<file path="src/rtl/gcd_job_ctrl_if.sv">
// Core-side job bus between gcd_job_ctrl (master) and the rv32i core (slave).
// Carries the issue/abort strobes and the zero-extended operands toward the
// core, and the completion flag plus GCD result back from it.
interface gcd_job_ctrl_if;
  logic        cpu_go;
  logic        cpu_abort;
  logic [31:0] cpu_a;
  logic [31:0] cpu_b;
  logic        cpu_done;
  logic [31:0] cpu_result;

  modport master (
    output cpu_go, cpu_abort, cpu_a, cpu_b,
    input  cpu_done, cpu_result
  );

  modport slave (
    input  cpu_go, cpu_abort, cpu_a, cpu_b,
    output cpu_done, cpu_result
  );
endinterface

</file>
<file path="src/rtl/gcd_job_ctrl.sv">
// gcd_job_ctrl: sequences one GCD job through the rv32i core.
// Latches the switch operands on a start pulse, issues a one-cycle go strobe,
// waits for the core's done flag (bounded by a timeout that aborts the core),
// and holds the last good result for the display path. Jobs with a zero
// operand are answered locally without involving the core.
// Optional build macro: GCD_CTRL_PENDING_EN -- adds a one-entry slot that
// remembers a start arriving while busy and issues it on return to IDLE.
module gcd_job_ctrl #(
  parameter int OPW     = 8,
  parameter int TIMEOUT = 1_000_000,
  parameter int CNTW    = 16
) (
  input  logic                clk,
  input  logic                rst,
  input  logic                i_start,
  input  logic [OPW-1:0]      i_op_a,
  input  logic [OPW-1:0]      i_op_b,
  gcd_job_ctrl_if.master      cpu,
  output logic [31:0]         o_result,
  output logic                o_result_valid,
  output logic                o_busy,
  output logic                o_err_timeout,
  output logic [CNTW-1:0]     o_job_count
);

  localparam int TW = (TIMEOUT > 2) ? $clog2(TIMEOUT) : 1;
  localparam logic [TW-1:0] CNT_LAST = TW'(TIMEOUT - 1);

  localparam logic [1:0] IDLE  = 2'd0;
  localparam logic [1:0] ISSUE = 2'd1;
  localparam logic [1:0] WAIT  = 2'd2;

  logic [1:0]      r_state;
  logic [TW-1:0]   r_cnt;
  logic [31:0]     r_cpu_a;
  logic [31:0]     r_cpu_b;
  logic [31:0]     r_result;
  logic            r_result_valid;
  logic            r_abort;
  logic            r_err_timeout;
  logic [CNTW-1:0] r_job_count;

  logic            w_idle;
  logic            w_take;
  logic [OPW-1:0]  w_a;
  logic [OPW-1:0]  w_b;
  logic            w_zero;
  logic            w_done;
  logic            w_expire;

  assign w_idle = (r_state == IDLE);

`ifdef GCD_CTRL_PENDING_EN
  logic           r_pend_vld;
  logic [OPW-1:0] r_pend_a;
  logic [OPW-1:0] r_pend_b;

  // A fresh start in IDLE is newer than anything parked, so it takes priority.
  assign w_take = w_idle && (i_start || r_pend_vld);
  assign w_a    = i_start ? i_op_a : r_pend_a;
  assign w_b    = i_start ? i_op_b : r_pend_b;

  // Pending slot: park the latest start seen while busy, drop it once issued.
  always_ff @(posedge clk) begin
    if (rst) begin
      r_pend_vld <= 1'b0;
      r_pend_a   <= '0;
      r_pend_b   <= '0;
    end else if (!w_idle && i_start) begin
      r_pend_vld <= 1'b1;
      r_pend_a   <= i_op_a;
      r_pend_b   <= i_op_b;
    end else if (w_take) begin
      r_pend_vld <= 1'b0;
    end
  end
`else
  assign w_take = w_idle && i_start;
  assign w_a    = i_op_a;
  assign w_b    = i_op_b;
`endif

  assign w_zero   = (w_a == '0) || (w_b == '0);
  assign w_done   = (r_state == WAIT) && cpu.cpu_done;
  assign w_expire = (r_state == WAIT) && !cpu.cpu_done && (r_cnt == CNT_LAST);

  // Job sequencer: state, operand latches, result capture and status strobes.
  always_ff @(posedge clk) begin
    if (rst) begin
      r_state        <= IDLE;
      r_cpu_a        <= '0;
      r_cpu_b        <= '0;
      r_result       <= '0;
      r_result_valid <= 1'b0;
      r_abort        <= 1'b0;
      r_err_timeout  <= 1'b0;
      r_job_count    <= '0;
    end else begin
      r_result_valid <= 1'b0;
      r_abort        <= 1'b0;
      case (r_state)
        IDLE: begin
          if (w_take) begin
            r_cpu_a       <= 32'(w_a);
            r_cpu_b       <= 32'(w_b);
            r_err_timeout <= 1'b0;
            if (w_zero) begin
              // gcd(0,x) = x and gcd(0,0) = 0, so the OR is the answer.
              r_result       <= 32'(w_a | w_b);
              r_result_valid <= 1'b1;
              r_job_count    <= r_job_count + CNTW'(1);
            end else begin
              r_state <= ISSUE;
            end
          end
        end
        ISSUE: begin
          r_state <= WAIT;
        end
        WAIT: begin
          if (w_done) begin
            r_result       <= cpu.cpu_result;
            r_result_valid <= 1'b1;
            r_job_count    <= r_job_count + CNTW'(1);
            r_state        <= IDLE;
          end else if (w_expire) begin
            r_abort       <= 1'b1;
            r_err_timeout <= 1'b1;
            r_state       <= IDLE;
          end
        end
        default: begin
          r_state <= IDLE;
        end
      endcase
    end
  end

  // Timeout counter: zeroed while issuing, counts every WAIT cycle.
  always_ff @(posedge clk) begin
    if (rst) begin
      r_cnt <= '0;
    end else if (r_state == ISSUE) begin
      r_cnt <= '0;
    end else if (r_state == WAIT) begin
      r_cnt <= r_cnt + TW'(1);
    end
  end

  assign cpu.cpu_go    = (r_state == ISSUE);
  assign cpu.cpu_abort = r_abort;
  assign cpu.cpu_a     = r_cpu_a;
  assign cpu.cpu_b     = r_cpu_b;

  assign o_result       = r_result;
  assign o_result_valid = r_result_valid;
  assign o_busy         = !w_idle;
  assign o_err_timeout  = r_err_timeout;
  assign o_job_count    = r_job_count;

endmodule

</file>
<file path="src/flat_wrapper.sv">
// flat-port wrapper written by rule: the top's interface ports become plain ports
module gcd_job_ctrl_flat 
#(
  parameter int OPW     = 8,
  parameter int TIMEOUT = 1_000_000,
  parameter int CNTW    = 16
)
  (clk, rst, i_start, i_op_a, i_op_b, o_result, o_result_valid, o_busy, o_err_timeout, o_job_count, cpu_cpu_go, cpu_cpu_abort, cpu_cpu_a, cpu_cpu_b, cpu_cpu_done, cpu_cpu_result);
  gcd_job_ctrl_if cpu_i ();
  input  logic clk;
  input  logic rst;
  input  logic i_start;
  input  logic [OPW-1:0] i_op_a;
  input  logic [OPW-1:0] i_op_b;
  output logic [31:0] o_result;
  output logic o_result_valid;
  output logic o_busy;
  output logic o_err_timeout;
  output logic [CNTW-1:0] o_job_count;
  output wire logic [$bits(cpu_i.cpu_go)-1:0] cpu_cpu_go;
  output wire logic [$bits(cpu_i.cpu_abort)-1:0] cpu_cpu_abort;
  output wire logic [$bits(cpu_i.cpu_a)-1:0] cpu_cpu_a;
  output wire logic [$bits(cpu_i.cpu_b)-1:0] cpu_cpu_b;
  input wire logic [$bits(cpu_i.cpu_done)-1:0] cpu_cpu_done;
  input wire logic [$bits(cpu_i.cpu_result)-1:0] cpu_cpu_result;
  assign cpu_cpu_go = cpu_i.cpu_go;
  assign cpu_cpu_abort = cpu_i.cpu_abort;
  assign cpu_cpu_a = cpu_i.cpu_a;
  assign cpu_cpu_b = cpu_i.cpu_b;
  assign cpu_i.cpu_done = cpu_cpu_done;
  assign cpu_i.cpu_result = cpu_cpu_result;
  gcd_job_ctrl #(.OPW(OPW), .TIMEOUT(TIMEOUT), .CNTW(CNTW)) u_core (.clk(clk), .rst(rst), .i_start(i_start), .i_op_a(i_op_a), .i_op_b(i_op_b), .cpu(cpu_i), .o_result(o_result), .o_result_valid(o_result_valid), .o_busy(o_busy), .o_err_timeout(o_err_timeout), .o_job_count(o_job_count));
endmodule
</file>
<file path="config.mk">
export PLATFORM = sky130hd
export DESIGN_NAME = gcd_job_ctrl_flat
export DESIGN_NICKNAME = d
export VERILOG_FILES = /design/src/rtl/gcd_job_ctrl_if.sv /design/src/rtl/gcd_job_ctrl.sv /design/src/flat_wrapper.sv
export SDC_FILE = /design/constraint.sdc
export NUM_CORES = 1
export LEC_CHECK = 0
export CAP_MARGIN = 30
export CORE_MARGIN = 4
export CORE_UTILIZATION = 30
export CTS_BUF_LIST = sky130_fd_sc_hd__clkbuf_8
export DETAILED_ROUTE_END_ITERATION = 8
export GPL_TIMING_DRIVEN = 0
export SYNTH_ARGS = -nofsm -noshare
export SYNTH_HDL_FRONTEND = slang
export SYNTH_SLANG_ARGS = --single-unit
</file>
<file path="constraint.sdc">
create_clock -name clk -period 3.4 [get_ports clk]
set_input_delay 0.51 -clock clk [delete_from_list [all_inputs] [get_ports clk]]
set_output_delay 0.51 -clock clk [all_outputs]
set_load 0.05 [all_outputs]
</file>
== Word level (Yosys, flattened, before mapping) ==
Index checks and enable logic that the tools add are counted.

* Logic and storage cells: 62
* Output and inout port bits: 117
* Bits in latches: 0
* Memories kept: 0
* Register bits: 89
* Bits in read-only memories: 0
* RAM bits: 0

* Eq/ne operators: 10
* Muxes and demuxes: 22
* Multiply operators: 0
* Reduce and logical (&&, ||, !) cells: 17
* Order comparisons: 0
* Shifts and indexed selects: 0
* Bitwise gates (word level): 2
* Divide/modulo/power cells: 0
* Add/subtract/negate cells: 2

{| class="wikitable"
|+ Operators by type and width
! operator !! number
|-
| 32-bit two-way mux || 3
|-
| 32-bit one-hot mux with 2 select lines || 1
|-
| 16-bit two-way mux || 3
|-
| 16-bit one-hot mux with 2 select lines || 1
|-
| 20-bit by 1-bit adder with 20-bit output, second input constant || 1
|-
| 20-bit equality test, second input constant || 1
|-
| 16-bit by 1-bit adder with 16-bit output, second input constant || 1
|-
| 8-bit logical NOT || 2
|-
| 2-bit two-way mux || 4
|-
| 2-bit != test, second input constant || 4
|-
| 8-bit OR || 1
|-
| 4-bit AND reduction || 2
|-
| 1-bit two-way mux || 7
|-
| 2-bit one-hot mux with 3 select lines || 1
|-
| 1-bit logical AND || 4
|-
| 2-bit by 1-bit != test with 1-bit output, second input constant || 2
|-
| 1-bit one-hot mux with 2 select lines || 2
|-
| 3-bit by 1-bit != test with 1-bit output, second input constant || 1
|-
| 3-bit AND reduction || 1
|-
| 3-bit OR reduction || 1
|-
| 2-bit by 1-bit equality test with 1-bit output, second input constant || 1
|-
| 2-bit equality test, second input constant || 1
|-
| 1-bit logical NOT || 2
|-
| 2-bit logical NOT || 1
|-
| other kinds (5) || 5
|}

== Depth between registers and ports, before layout ==
* Depth in word-level cells: 6
* Depth in mapped cells: 7
* Mapped depth without buffers: 6

== Worst setup path after synthesis ==
OpenSTA, ideal clock, no wires.

* Kind: register to register
* Start: reg u_core.r_job_count[2] (netlist: u_core.o_job_count[2])
* End: reg u_core.r_job_count[8] (netlist: u_core.o_job_count[8])
* Setup time: 0.121 ns
* Data arrival time: 1.829 ns
* Cell stages (with the launch flop): 7
* Clock period less this slack: 1.951 ns
* Data required time: 3.279 ns
* Path slack: 1.449 ns
* Cell sequence: dfxtp_1 -> nand4_1 -> nor3_1 -> o311a_1 -> buf_4 -> nand3_2 -> mux2_4

* Longest elaborated chain between the ends: 4

{| class="wikitable"
|+ RTL lines
! what !! line !! source
|-
| start: declaration || gcd_job_ctrl.sv:41 || <nowiki>logic [CNTW-1:0] r_job_count;</nowiki>
|-
| start signal: assignment || gcd_job_ctrl.sv:111 || <nowiki>r_job_count <= r_job_count + CNTW'(1);</nowiki>
|-
| start signal: assignment || gcd_job_ctrl.sv:124 || <nowiki>r_job_count <= r_job_count + CNTW'(1);</nowiki>
|-
| 16-bit by 1-bit adder with 16-bit output (*) || gcd_job_ctrl.sv:111, gcd_job_ctrl.sv:124 ||
|-
| 16-bit two-way mux || gcd_job_ctrl.sv:107 || <nowiki>if (w_zero) begin</nowiki>
|-
| 16-bit two-way mux || gcd_job_ctrl.sv:103 || <nowiki>if (w_take) begin</nowiki>
|-
| 16-bit one-hot mux with 2 select lines (*) || gcd_job_ctrl.sv:101 || <nowiki>case (r_state)</nowiki>
|}

Every way passes the cells marked *; elsewhere a longest branch is shown, timed or not. The select of a mux whose other input is x is not followed.
A chain may end at the register's enable or synchronous reset.

== Worst setup path after layout ==
* Start: reg u_core.r_state[0]
* End: out cpu_cpu_go

* Longest elaborated chain between the ends: 1

{| class="wikitable"
|+ RTL lines
! what !! line !! source
|-
| start: declaration || gcd_job_ctrl.sv:33 || <nowiki>logic [1:0] r_state;</nowiki>
|-
| start signal: assignment || gcd_job_ctrl.sv:90 || <nowiki>r_state <= IDLE;</nowiki>
|-
| start signal: assignment || gcd_job_ctrl.sv:113 || <nowiki>r_state <= ISSUE;</nowiki>
|-
| start signal: assignment || gcd_job_ctrl.sv:118 || <nowiki>r_state <= WAIT;</nowiki>
|-
| 2-bit by 1-bit equality test with 1-bit output || gcd_job_ctrl.sv:150 || <nowiki>assign cpu.cpu_go = (r_state == ISSUE);</nowiki>
|-
| end: declaration || flat_wrapper.sv:20 || <nowiki>output wire logic [$bits(cpu_i.cpu_go)-1:0] cpu_cpu_go;</nowiki>
|}

Every way passes these cells.

==> metrics.csv <==
metric,value,unit
status,finished clean,
CTS Sinks,89,
Post-CTS Hold Buffers,0,
number of global-route vias before repair,3892,
first-pass GRT wire length,19300,µm
leakage,0.00227,µW
Main synth FF type,dfxtp_1,
Die Height,127,µm
Port Buffers,120,
Core Area,0.0139,mm²
adder-cell share of the synthesized area,0.00585,
num ports,169,
Synth cell types,52,
starting DRC count in detailed routing,126,
fin nets,731,
grt ovf,0,
Final period util,0.718,
Post-Synthesis Cells,499,
Max-Cap Viols,0,
simple-gate share of the synthesized area,0.274,
cell area after layout,0.00606,mm²
CTS Buf Count,9,
CP arrival,1930,ps
"IR drop worst, VDD",176,µV
Area Growth Syn to Fin,41.7,%
HPWL Detailed,9420,µm
DR WL/cell,14.0,µm
H-tree levels,3,
total track usage,0.146,
Fill cells,1401,
layout cells sized above 1,0.139,
Yosys reg bits,89,
Setup TNS Final,0,ps
fmax,410,MHz
HP Class,reg -> reg,
syn avg cell area,8.58,µm²
asr flop ratio synth,0,
"Cell Area, Synth",0.00428,mm²
clock latency on the worst-skew pair,360,ps
kind of critical path,reg -> out,
Worst-path clk slew,90,ps
Power Total,2270,µW
Worst EP required,2890,ps
drt pass-1 iters,4,
minimum clock period,2440,ps
XOR/XNOR share of the synthesized area,0.0471,
DR vias,3911,
CTS root buffer,clkbuf_8,
register area share after synthesis,0.416,
DRC,0,
power per standard cell area,375,mW/mm²
largest net degree at the start of global routing,16,
postcts setup bufs,0,
post-synthesis compound-gate area fraction,0.117,
final WL,12100,µm
Bufs on Longest Clock Path,2,
worst-path fanout max,9,
initial antenna violation count,0,
Initial Util,0.307,
final setup violation count,0,
RSZ-0062 raised after global routing,false,
TritonCTS clock tree,built,
Cell Rows,43,
Syn. warnings,0,
Placer Congestion,0.867,
die width,127,µm
vias per cell,4.54,
Rel. slew slack,0.598,
Slew @ Worst Pin,595,ps
post-place instance area,0.00588,mm²
largest family of logic cells by synthesized area,simple AND/OR/NAND/NOR gates,
Worst path max stage delay,790,ps
critical-path cell list,nand2b_1 -> inv_1 -> clkdlybuf4s50_1,
final hold vios,0,
clk_skew,14.3,ps
Post-synth EDFFs,0,
post-layout util,0.435,
CTS resizes,0,
Antenna Nets Post-Route,0,
Critical Path Sink Type,output pin,
Die Area,0.0162,mm²
diode count,0,
fin. max-slew vios,0,
Setup crit start kind,flip-flop,
fraction of synthesized area in multiplexers,0.0134,
CP max-delay cell,clkdlybuf4s50_1,
-- placed cells by master (no fill, tap or decap), types with 2 or more instances in the layout --
cell	count
xnor2_1	10
or2_2	2
clkbuf_1	15
buf_4	49
nor4_2	6
o211ai_1	3
nor2b_1	6
clkbuf_8	10
and2_1	5
or3_1	10
nor2_1	35
buf_6	5
nor3_1	4
clkinvlp_4	2
a21oi_1	56
dfxtp_1	89
nand2b_1	36
buf_1	3
nand4_1	8
conb_1	48
and3_1	6
clkdlybuf4s50_1	120
xor2_1	13
a311oi_1	3
ha_1	2
nand3b_1	2
clkinv_2	2
mux2i_1	2
nand2_1	46
buf_2	3
o211ai_2	5
a31o_1	2
nor4_1	4
inv_1	7
nand3_1	36
nand3_2	2
and4_1	4
-- layer usage --
| metal | wire (µm) | part of all wire | GRT usage | vias to the layer above |
|---|---|---|---|---|
| met1 | 5010 | 0.41 | 0.169 | 1811 |
| li1 | - | - | - | 1959 |
| met5 | 0 | 0 | 0 | - |
| met4 | 199 | 0.016 | 0.0461 | 0 |
| met3 | 1000 | 0.083 | 0.0518 | 15 |
| met2 | 5900 | 0.49 | 0.251 | 126 |
-- sequential cells by signal (all words and copies together), names as in the netlist --
signal                 cells
u_core.o_err_timeout       1
u_core.r_state             2
u_core.o_result_valid      1
u_core.o_result           32
u_core.cpu.cpu_abort       1
u_core.cpu.cpu_a           8
u_core.cpu.cpu_b           8
u_core.o_job_count        16
u_core.r_cnt              20
-- critical path, delay by kind of cell, from the launching register on --
family                 cells  cell delay [ps]
DFF                        1              500
buffers and inverters      2              880
and+or+nand+nor            1              190
-- synthesized netlist by cell type, drive strengths merged (2+ instances only) --
library cell,n,share of area
dfxtp,89,0.42
buf,60,0.11
a21oi,56,0.065
nand2,46,0.040
nand3,38,0.047
nand2b,36,0.053
nor2,36,0.032
clkbuf,15,0.013
xor2,13,0.027
or3,11,0.017
nor4,10,0.023
xnor2,10,0.020
inv,8,0.0070
nand4,8,0.012
o211ai,8,0.020
and3,6,0.0088
nor2b,6,0.0088
and2,5,0.0073
a311oi,4,0.0096
and4,4,0.0082
nor3,4,0.0047
a31o,3,0.0061
mux2,3,0.0088
ha,2,0.0058
mux2i,2,0.0047
nand3b,2,0.0035
or2,2,0.0029
-- cells by family (layout without fill, tap and decap cells) --
kind of cell,Yosys count,in the layout
and+or+nand+nor,217,217
DFF,89,89
buffers and inverters,83,219
AOI/OAI and AO/OA,79,79
xor gates and xnor gates,23,23
muxes,5,5
adders and majority gates,2,2
other,1,48
-- path summary, 6_finish.rpt --
path / end / start / cells after the start / slack (ps)
hold reg to reg: u_core.cpu.cpu_a[7] / u_core.cpu.cpu_a[7] / 2 / 460
setup reg to reg: u_core.o_result[13] / u_core.r_state[1] / 5 / 1390
setup / recovery: cpu_cpu_go / u_core.r_state[0] / 3 / 960
hold / removal: u_core.cpu.cpu_a[7] / u_core.cpu.cpu_a[7] / 2 / 460
-- metrics by stage --
step	hold slack, ps	worst slack [ps]	instances
floorplan	466	1450	546
global placement	444	704	846
detailed placement	450	657	846
CTS	467	938	862
global route	486	861	862
finish	464	959	862
-- power by group --
| part | leakage [µW] | switching (µW) | internal, µW |
|---|---|---|---|
| Combinational | 0.00146 | 328 | 178 |
| Sequential | 0.000721 | 17.0 | 1070 |
| Clock | 0.0000887 | 394 | 287 |
| Total | 0.00227 | 739 | 1530 |
-- area by class of cell --
type / count / area, µm² / share of cell area
timing repair buffer: 120 / 1200 / 0.198
sequential: 89 / 1780 / 0.294
multi-input combinational: 374 / 2140 / 0.353
clock inverter: 6 / 42.5 / 0.00702
clock buffer: 10 / 138 / 0.0227
tap: 180 / 225 / 0.0371
inverter: 8 / 30.0 / 0.00495
buffer: 75 / 507 / 0.0836
Power figures use the tool's default switching activity.
